**config.mk**
```make
export PLATFORM = sky130hd
export DESIGN_NAME = dynamic_stepper
export DESIGN_NICKNAME = d
export VERILOG_FILES = /design/src/rtl/dynamic_stepper_pkg.sv /design/src/rtl/dynamic_stepper_debounce.sv /design/src/rtl/dynamic_stepper.sv
export SDC_FILE = /design/constraint.sdc
export NUM_CORES = 1
export LEC_CHECK = 0
export CORE_ASPECT_RATIO = 0.8
export CORE_MARGIN = 2
export CORE_UTILIZATION = 42
export DETAILED_ROUTE_END_ITERATION = 12
export GPL_TIMING_DRIVEN = 0
export HOLD_SLACK_MARGIN = 0.05
export PLACE_DENSITY = 0.68
export SYNTH_ARGS = -nofsm -noshare
export SYNTH_HDL_FRONTEND = slang
export SYNTH_HIERARCHICAL = 1
export SYNTH_SLANG_ARGS = --single-unit
```
**constraint.sdc**
```tcl
create_clock -name dyn_clk -period 1.9 [get_ports dyn_clk]
set_input_delay 0.19 -clock dyn_clk [delete_from_list [all_inputs] [get_ports dyn_clk]]
set_output_delay 0.19 -clock dyn_clk [all_outputs]
set_load 0.03 [all_outputs]
```
**src/rtl/dynamic_stepper_pkg.sv**
```systemverilog
// Shared types and sizing helpers for the button-driven inc/dec stepper.
package dynamic_stepper_pkg;

    typedef enum logic [1:0] {
        ST_IDLE  = 2'd0,
        ST_PULSE = 2'd1,
        ST_WAIT  = 2'd2
    } state_t;

    typedef enum logic {
        DIR_UP   = 1'b0,
        DIR_DOWN = 1'b1
    } dir_t;

    // Width able to hold the largest of the four cycle counts.
    function automatic int unsigned timer_width(int unsigned deb, int unsigned step_high,
                                                int unsigned rep_delay, int unsigned rep_period);
        int unsigned m;
        m = deb;
        if (step_high > m)  m = step_high;
        if (rep_delay > m)  m = rep_delay;
        if (rep_period > m) m = rep_period;
        return unsigned'($clog2(m + 1));
    endfunction

endpackage

```
**src/rtl/dynamic_stepper_debounce.sv**
```systemverilog
// Two-flop synchroniser plus stability counter for one raw push button.
module button_debounce
    import dynamic_stepper_pkg::*;
#(
    parameter int unsigned DEBOUNCE_CYCLES = 16
) (
    input  logic clk_i,
    input  logic rst_ni,
    input  logic btn_i,
    output logic level_o,
    output logic rise_o
);

    localparam int unsigned CW = timer_width(DEBOUNCE_CYCLES, 1, 1, 1);
    localparam logic [CW-1:0] CNT_LAST = CW'(DEBOUNCE_CYCLES - 1);

    logic [1:0]    sync_q, sync_d;
    logic [1:0]    vld_q, vld_d;
    logic          armed_q, armed_d;
    logic          level_q, level_d;
    logic          rise_q, rise_d;
    logic [CW-1:0] cnt_q, cnt_d;
    logic          ref_lvl;
    logic          differ;

    // Until armed, a button held through reset must first be seen released,
    // so the reference is forced high and only a stable low arms the input.
    assign ref_lvl = level_q | ~armed_q;
    assign differ  = vld_q[1] & (sync_q[1] != ref_lvl);

    always_comb begin
        sync_d  = {sync_q[0], btn_i};
        vld_d   = {vld_q[0], 1'b1};
        armed_d = armed_q;
        level_d = level_q;
        rise_d  = 1'b0;
        cnt_d   = cnt_q;
        if (!differ) begin
            cnt_d = '0;
        end else if (cnt_q == CNT_LAST) begin
            cnt_d = '0;
            if (armed_q) begin
                level_d = ~level_q;
                rise_d  = ~level_q;
            end else begin
                armed_d = 1'b1;
            end
        end else begin
            cnt_d = cnt_q + 1'b1;
        end
    end

    always_ff @(posedge clk_i) begin
        if (!rst_ni) begin
            sync_q  <= '0;
            vld_q   <= '0;
            armed_q <= 1'b0;
            level_q <= 1'b0;
            rise_q  <= 1'b0;
            cnt_q   <= '0;
        end else begin
            sync_q  <= sync_d;
            vld_q   <= vld_d;
            armed_q <= armed_d;
            level_q <= level_d;
            rise_q  <= rise_d;
            cnt_q   <= cnt_d;
        end
    end

    assign level_o = level_q;
    assign rise_o  = rise_q;

endmodule

```
**src/rtl/dynamic_stepper.sv**
```systemverilog
// Turns up/down push buttons into single-step inc/dec pulses with auto-repeat.
//   state | meaning
//   IDLE  | no press latched, waiting for a clean rising edge
//   PULSE | inc or dec high for STEP_HIGH cycles
//   WAIT  | outputs low; first gap REPEAT_DELAY, later gaps REPEAT_PERIOD
module dynamic_stepper
    import dynamic_stepper_pkg::*;
#(
    parameter int unsigned DEBOUNCE_CYCLES = 16,
    parameter int unsigned STEP_HIGH       = 2,
    parameter int unsigned REPEAT_DELAY    = 64,
    parameter int unsigned REPEAT_PERIOD   = 16
) (
    input  logic dyn_clk,
    input  logic reset_n,
    input  logic btn_up,
    input  logic btn_down,
    output logic inc,
    output logic dec,
    output logic busy,
    output logic repeating
);

    localparam int unsigned TW = timer_width(DEBOUNCE_CYCLES, STEP_HIGH, REPEAT_DELAY, REPEAT_PERIOD);
    localparam logic [TW-1:0] SH_LAST = TW'(STEP_HIGH - 1);
    localparam logic [TW-1:0] RD_LAST = TW'(REPEAT_DELAY - 1);
    localparam logic [TW-1:0] RP_LAST = TW'(REPEAT_PERIOD - 1);

    logic          up_lvl, up_rise, dn_lvl, dn_rise;
    state_t        state_q, state_d;
    dir_t          dir_q, dir_d;
    logic          rep_q, rep_d;
    logic [TW-1:0] tmr_q, tmr_d;
    logic          held;

    button_debounce #(.DEBOUNCE_CYCLES(DEBOUNCE_CYCLES)) u_deb_up (
        .clk_i   (dyn_clk),
        .rst_ni  (reset_n),
        .btn_i   (btn_up),
        .level_o (up_lvl),
        .rise_o  (up_rise)
    );

    button_debounce #(.DEBOUNCE_CYCLES(DEBOUNCE_CYCLES)) u_deb_down (
        .clk_i   (dyn_clk),
        .rst_ni  (reset_n),
        .btn_i   (btn_down),
        .level_o (dn_lvl),
        .rise_o  (dn_rise)
    );

    assign held = (dir_q == DIR_UP) ? up_lvl : dn_lvl;

    always_comb begin
        state_d = state_q;
        dir_d   = dir_q;
        rep_d   = rep_q;
        tmr_d   = tmr_q;
        case (state_q)
            ST_IDLE: begin
                rep_d = 1'b0;
                // A rise while the other button is at all high is a conflict.
                if (up_rise && !dn_lvl) begin
                    state_d = ST_PULSE;
                    dir_d   = DIR_UP;
                    tmr_d   = SH_LAST;
                end else if (dn_rise && !up_lvl) begin
                    state_d = ST_PULSE;
                    dir_d   = DIR_DOWN;
                    tmr_d   = SH_LAST;
                end
            end
            ST_PULSE: begin
                if (tmr_q == '0) begin
                    state_d = ST_WAIT;
                    tmr_d   = rep_q ? RP_LAST : RD_LAST;
                end else begin
                    tmr_d = tmr_q - 1'b1;
                end
            end
            ST_WAIT: begin
                if (!held) begin
                    state_d = ST_IDLE;
                    rep_d   = 1'b0;
                    tmr_d   = '0;
                end else if (tmr_q == '0) begin
                    state_d = ST_PULSE;
                    rep_d   = 1'b1;
                    tmr_d   = SH_LAST;
                end else begin
                    tmr_d = tmr_q - 1'b1;
                end
            end
            default: begin
                state_d = ST_IDLE;
                rep_d   = 1'b0;
                tmr_d   = '0;
            end
        endcase
    end

    always_ff @(posedge dyn_clk) begin
        if (!reset_n) begin
            state_q <= ST_IDLE;
            dir_q   <= DIR_UP;
            rep_q   <= 1'b0;
            tmr_q   <= '0;
        end else begin
            state_q <= state_d;
            dir_q   <= dir_d;
            rep_q   <= rep_d;
            tmr_q   <= tmr_d;
        end
    end

    assign inc       = (state_q == ST_PULSE) && (dir_q == DIR_UP);
    assign dec       = (state_q == ST_PULSE) && (dir_q == DIR_DOWN);
    assign busy      = (state_q != ST_IDLE);
    assign repeating = rep_q;

endmodule

```
---- Word level (Yosys, flattened, before mapping) ----
Index checks and enable logic that the tools add are counted.
word-level totals
  bits of input ports ..................... 4
  register bits after elaboration ......... 35
cells by class
  equal/unequal tests ..................... 9
  bitwise operators ....................... 13
  mux-type cells .......................... 21
  $add $sub $neg .......................... 3
  reductions and logical operators ........ 21
operator list
  cell                                                                    number
  7-bit two-way mux                                                       5
  7-bit one-hot mux with 3 select lines                                   1
  5-bit by 1-bit adder with 5-bit output (second input constant)          2
  5-bit by 4-bit equality test with 1-bit output (second input constant)  2
  2-bit two-way mux                                                       5
  1-bit inverter                                                          9
  3-bit AND reduction                                                     3
  2-bit AND reduction                                                     4
  4-bit AND reduction                                                     2
  7-bit zero test                                                         1
  1-bit two-way mux                                                       7
  7-bit by 1-bit subtractor with 7-bit output (second input constant)     1
  6-bit two-way mux                                                       1
  3-bit inequality test (second input constant)                           2
  2-bit one-hot mux with 3 select lines                                   1
  3-bit OR reduction                                                      2
  1-bit logical AND                                                       4
  2-bit nonzero test                                                      2
  1-bit bitwise AND                                                       2
  2-bit by 1-bit equality test with 1-bit output (second input constant)  1
  2-bit equality test (second input constant)                             1
  1-bit zero test                                                         2
  2-bit zero test                                                         1
  1-bit inequality test                                                   2
  other kinds (3)                                                         4

---- Logic depth before layout (Yosys ltp) ----
  depth after elaboration ................. 6
  gate-level depth with buffers ........... 7
  gate-level depth less buffers ........... 7

---- Cells and area by module ----
Netlist, hierarchy kept.
modules (own cells, without submodules)
  module           area each (um^2)  sequential area each (um^2)  cells each  times used
  button_debounce  444.2             240.2                        39          2
  dynamic_stepper  631.9             220.2                        82          1

---- Worst setup path after synthesis ----
No wires, ideal clock.
  path kind ............................... register to register
  from .................................... register tmr_q[0]
  to ...................................... register tmr_q[5]
  clock period less this slack ............ 1534 ps
  buffers on the path ..................... 0
  slack ................................... 366 ps
  data arrival time ....................... 1460 ps
  cell stages (with the launch flop) ...... 8
  data required time ...................... 1826 ps
  path through ............................ dfxtp_1 > inv_1 > ha_1 > nor2b_1 > nand3_2 > nand2_2 > or4_1 > a31oi_1
on the way
  longest elaborated chain between the ends .. 4
  elaborated cells between the ends (all ways) .. 6
RTL lines
  element                                                                         line                    source
  from (decl)                                                                     dynamic_stepper.sv:33   logic [TW-1:0] tmr_q, tmr_d;
  from (signal assigned)                                                          dynamic_stepper.sv:112  tmr_q <= tmr_d;
  7-bit by 1-bit subtractor with 7-bit output or 7-bit zero test (tied branches)  n/a
  7-bit two-way mux                                                               dynamic_stepper.sv:86   end else if (tmr_q == '0) begin
  7-bit two-way mux                                                               dynamic_stepper.sv:82   if (!held) begin
  7-bit one-hot mux with 3 select lines *                                         dynamic_stepper.sv:59   case (state_q)
Every way passes the cells marked *; elsewhere a longest branch is shown, timed or not.
A chain may end at the register's enable or synchronous reset.

---- Final worst setup path ----
  from .................................... register state_q[0]
  to ...................................... output busy
on the way
  longest elaborated chain between the ends .. 1
RTL lines
  element                 line                    source
  from (decl)             dynamic_stepper.sv:30   state_t state_q, state_d;
  from (signal assigned)  dynamic_stepper.sv:109  state_q <= state_d;
  2-bit nonzero test      dynamic_stepper.sv:118  assign busy = (state_q != ST_IDLE);
  to (decl)               dynamic_stepper.sv:20   output logic busy,
Every way passes these cells.

==> metrics <==
Worst-Margin Slew 0.540 ns; M1 GR Usage 16.4%; max-slew violations 0; pin count of the biggest net entering global routing 21; r2r endpoint tmr_q[5]$_SDFFE_PN0P_; CTS Buf Count 5; Clock Latency Late Sink 0.29 ns; router iterations before antenna repair 4; Final Hold Fails 0; Final Critical Period 1.79 ns; TritonCTS Sinks 35; area delta synth->final 15.6%; Synth Warn # 6; part of the cycle the worst path needs 94.1%; Post-synth EDFFs 0; Via density 5.35; Routed WL per cell 12.2 um; critical path endpoint category output port; Overall Power 1.46 mW; Synth area leaders dfxtp_1 (46%), ha_1 (6.6%), nand3_1 (3.0%), nor3_1 (2.6%), o21ai_0 (2.6%); relative slew slack 63.9%; Die X 71.3 um; post-synthesis register bit count 35; Leakage 0.681 nW; commonest non-fill, non-tap cell in the layout dfxtp_1; vias in the first global route 1077; Synth cell types 36; commonest non-fill, non-tap cells in the layout dfxtp_1 (35), nor2_1 (10), inv_1 (9), nand2_1 (9), nand3_1 (9); CP Data Required Time 1.71 ns; Post-synth ARST share 0%; post-route ant nets 0; Final setup viols 0; max cap viols 0; run status completed; reg2reg setup slack 0.23 ns; TritonCTS clock tree built; clk root buf clkbuf_8; worst hold endpoint u_deb_up/vld_q[1]$_SDFF_PN0_; startpoint types register; met2 Track Usage GR 23.8%; FF-to-FF Start tmr_q[0]$_SDFFE_PN0P_; Tot GR Track Use 14.1%; hold path depth 1; Power Density 832 mW/mm^2; FF-to-FF path depth 7; clock-pin slew on the worst setup and hold paths 0.08 ns; diode count 0; final wirelength 2640 um; synthesized instance count 160; CP arrival 1.60 ns; Top FF cell, synth dfxtp_1; Syn Std Cell Area 0.00152 mm^2; die area 0.00412 mm^2; sequential fraction of the synthesis area 46.1%; share of cells above drive strength 1 12.0%; grt ovf 0; Syn Area/Cell 9.50 um^2; H-Tree Depth 2; setup_tns 0 ns; Layout Nets 186; Setup CP Type register to output port; GR peak layer met2; hold buffer count at CTS 0; port buffer count 7; top-area cell type share of the netlist area 46.1%; unrepaired setup endpoints after global routing no; Rows 19; clock skew 0.00742 ns; syn nets 172; Clock Path Buffers 2; first-pass GRT wire length 4410 um; die height 57.8 um; Residual DRC 0; Via Count 1161; FILL cells 324; met3 Use GR 6.26%; initial antenna violation count 0; initial cell density of the core 44.1%; crit-path max FO 6; Core ar. 0.00345 mm^2; initial drt markers 53; FMAX 559 MHz; hpwl dp 1900 um; HP Start u_deb_up/vld_q[0]$_DFF_P_; min-delay worst type register to register; GPL Wtd Cong 0.766; Max rail drop VDD 0.484 mV; Yosys top cell by area dfxtp_1; Ports 8
-- per-layer routing --
layer / vias up / part of all wire (%)
met5: - / 0
met4: 0 / 0.64
met3: 2 / 4.7
met2: 27 / 48
met1: 545 / 47
li1: 587 / -
-- worst max-delay path, cell delays in order, from the launching register on --
cell,delay (ns)
dfxtp_1,0.42
nor2_1,0.11
inv_1,0.11
clkdlybuf4s50_1,0.68
-- what timing repair did --
item                                    CTS  global route
setup buffers                             0             0
endpoints found under the setup margin    1             0
resized for setup                         1             0
-- power by group --
part	switching [mW]	total, mW	internal, mW
Sequential	0.00694	0.751	0.744
Clock	0.283	0.681	0.397
Combinational	0.0157	0.0306	0.0149
Total	0.306	1.46	1.16
-- stage by stage --
| stage | hold WS [ns] | area [um^2] | worst slack [ns] | util, % | cells |
|---|---|---|---|---|---|
| floorplan | 0.218 | 1520 | 0.366 | - | 160 |
| global placement | 0.414 | 1640 | 0.262 | 47.7 | 209 |
| detailed placement | 0.419 | 1640 | 0.212 | 47.7 | 209 |
| CTS | 0.438 | 1760 | 0.104 | 51.0 | 217 |
| global route | 0.466 | 1760 | 0.0451 | 51.0 | 217 |
| finish | 0.434 | 1760 | 0.112 | 51.0 | 217 |
-- final cells by class --
type | count | area (um^2) | share of cell area (%)
multi-input combinational | 116 | 786 | 44.7
sequential | 35 | 701 | 39.9
clock buffer | 5 | 68.8 | 3.91
timing repair buffer | 7 | 68.8 | 3.91
tap | 42 | 52.6 | 2.99
clock inverter | 3 | 47.5 | 2.70
inverter | 9 | 33.8 | 1.92
-- how the worst max path moves through the flow --
stage,from,end
finish,state_q[0]$_SDFFE_PN0P_,busy
global route,state_q[0]$_SDFFE_PN0P_,busy
CTS,state_q[0]$_SDFFE_PN0P_,busy
detailed placement,reset_n,u_deb_up/cnt_q[2]$_SDFF_PP0_
global placement,state_q[1]$_SDFFE_PN0P_,inc
floorplan,tmr_q[0]$_SDFFE_PN0P_,tmr_q[5]$_SDFFE_PN0P_
-- cells in the mapped netlist (all sizes together) (5+ instances only) --
| library cell | number |
|---|---|
| dfxtp | 35 |
| nand2 | 10 |
| nand3 | 10 |
| nor2 | 10 |
| o21ai | 10 |
| inv | 9 |
| ha | 8 |
| nor3 | 8 |
| and2 | 6 |
| and3 | 5 |
| nand2b | 5 |
| xnor2 | 5 |
-- sequential cells by signal, summed over array words and instances (netlist names), 2 cells and up --
register	count
tmr_q	7
u_deb_down/cnt_q	5
u_deb_up/cnt_q	5
state_q	2
u_deb_down/sync_q	2
u_deb_down/vld_q	2
u_deb_up/sync_q	2
u_deb_up/vld_q	2
-- logic make-up (layout without fill, tap and decap cells) --
| logic type | after synthesis | after routing | share of synthesized area [%] |
|---|---|---|---|
| and+or+nand+nor | 71 | 71 | 26.7 |
| buffers and inverters | 9 | 24 | 2.22 |
| adders and majority gates | 8 | 8 | 6.58 |
| DFF | 35 | 35 | 46.1 |
| xor gates and xnor gates | 7 | 7 | 5.02 |
| AOI/OAI and AO/OA | 27 | 27 | 11.4 |
| muxes | 3 | 3 | 1.98 |
(Power assumes the default switching activity.)
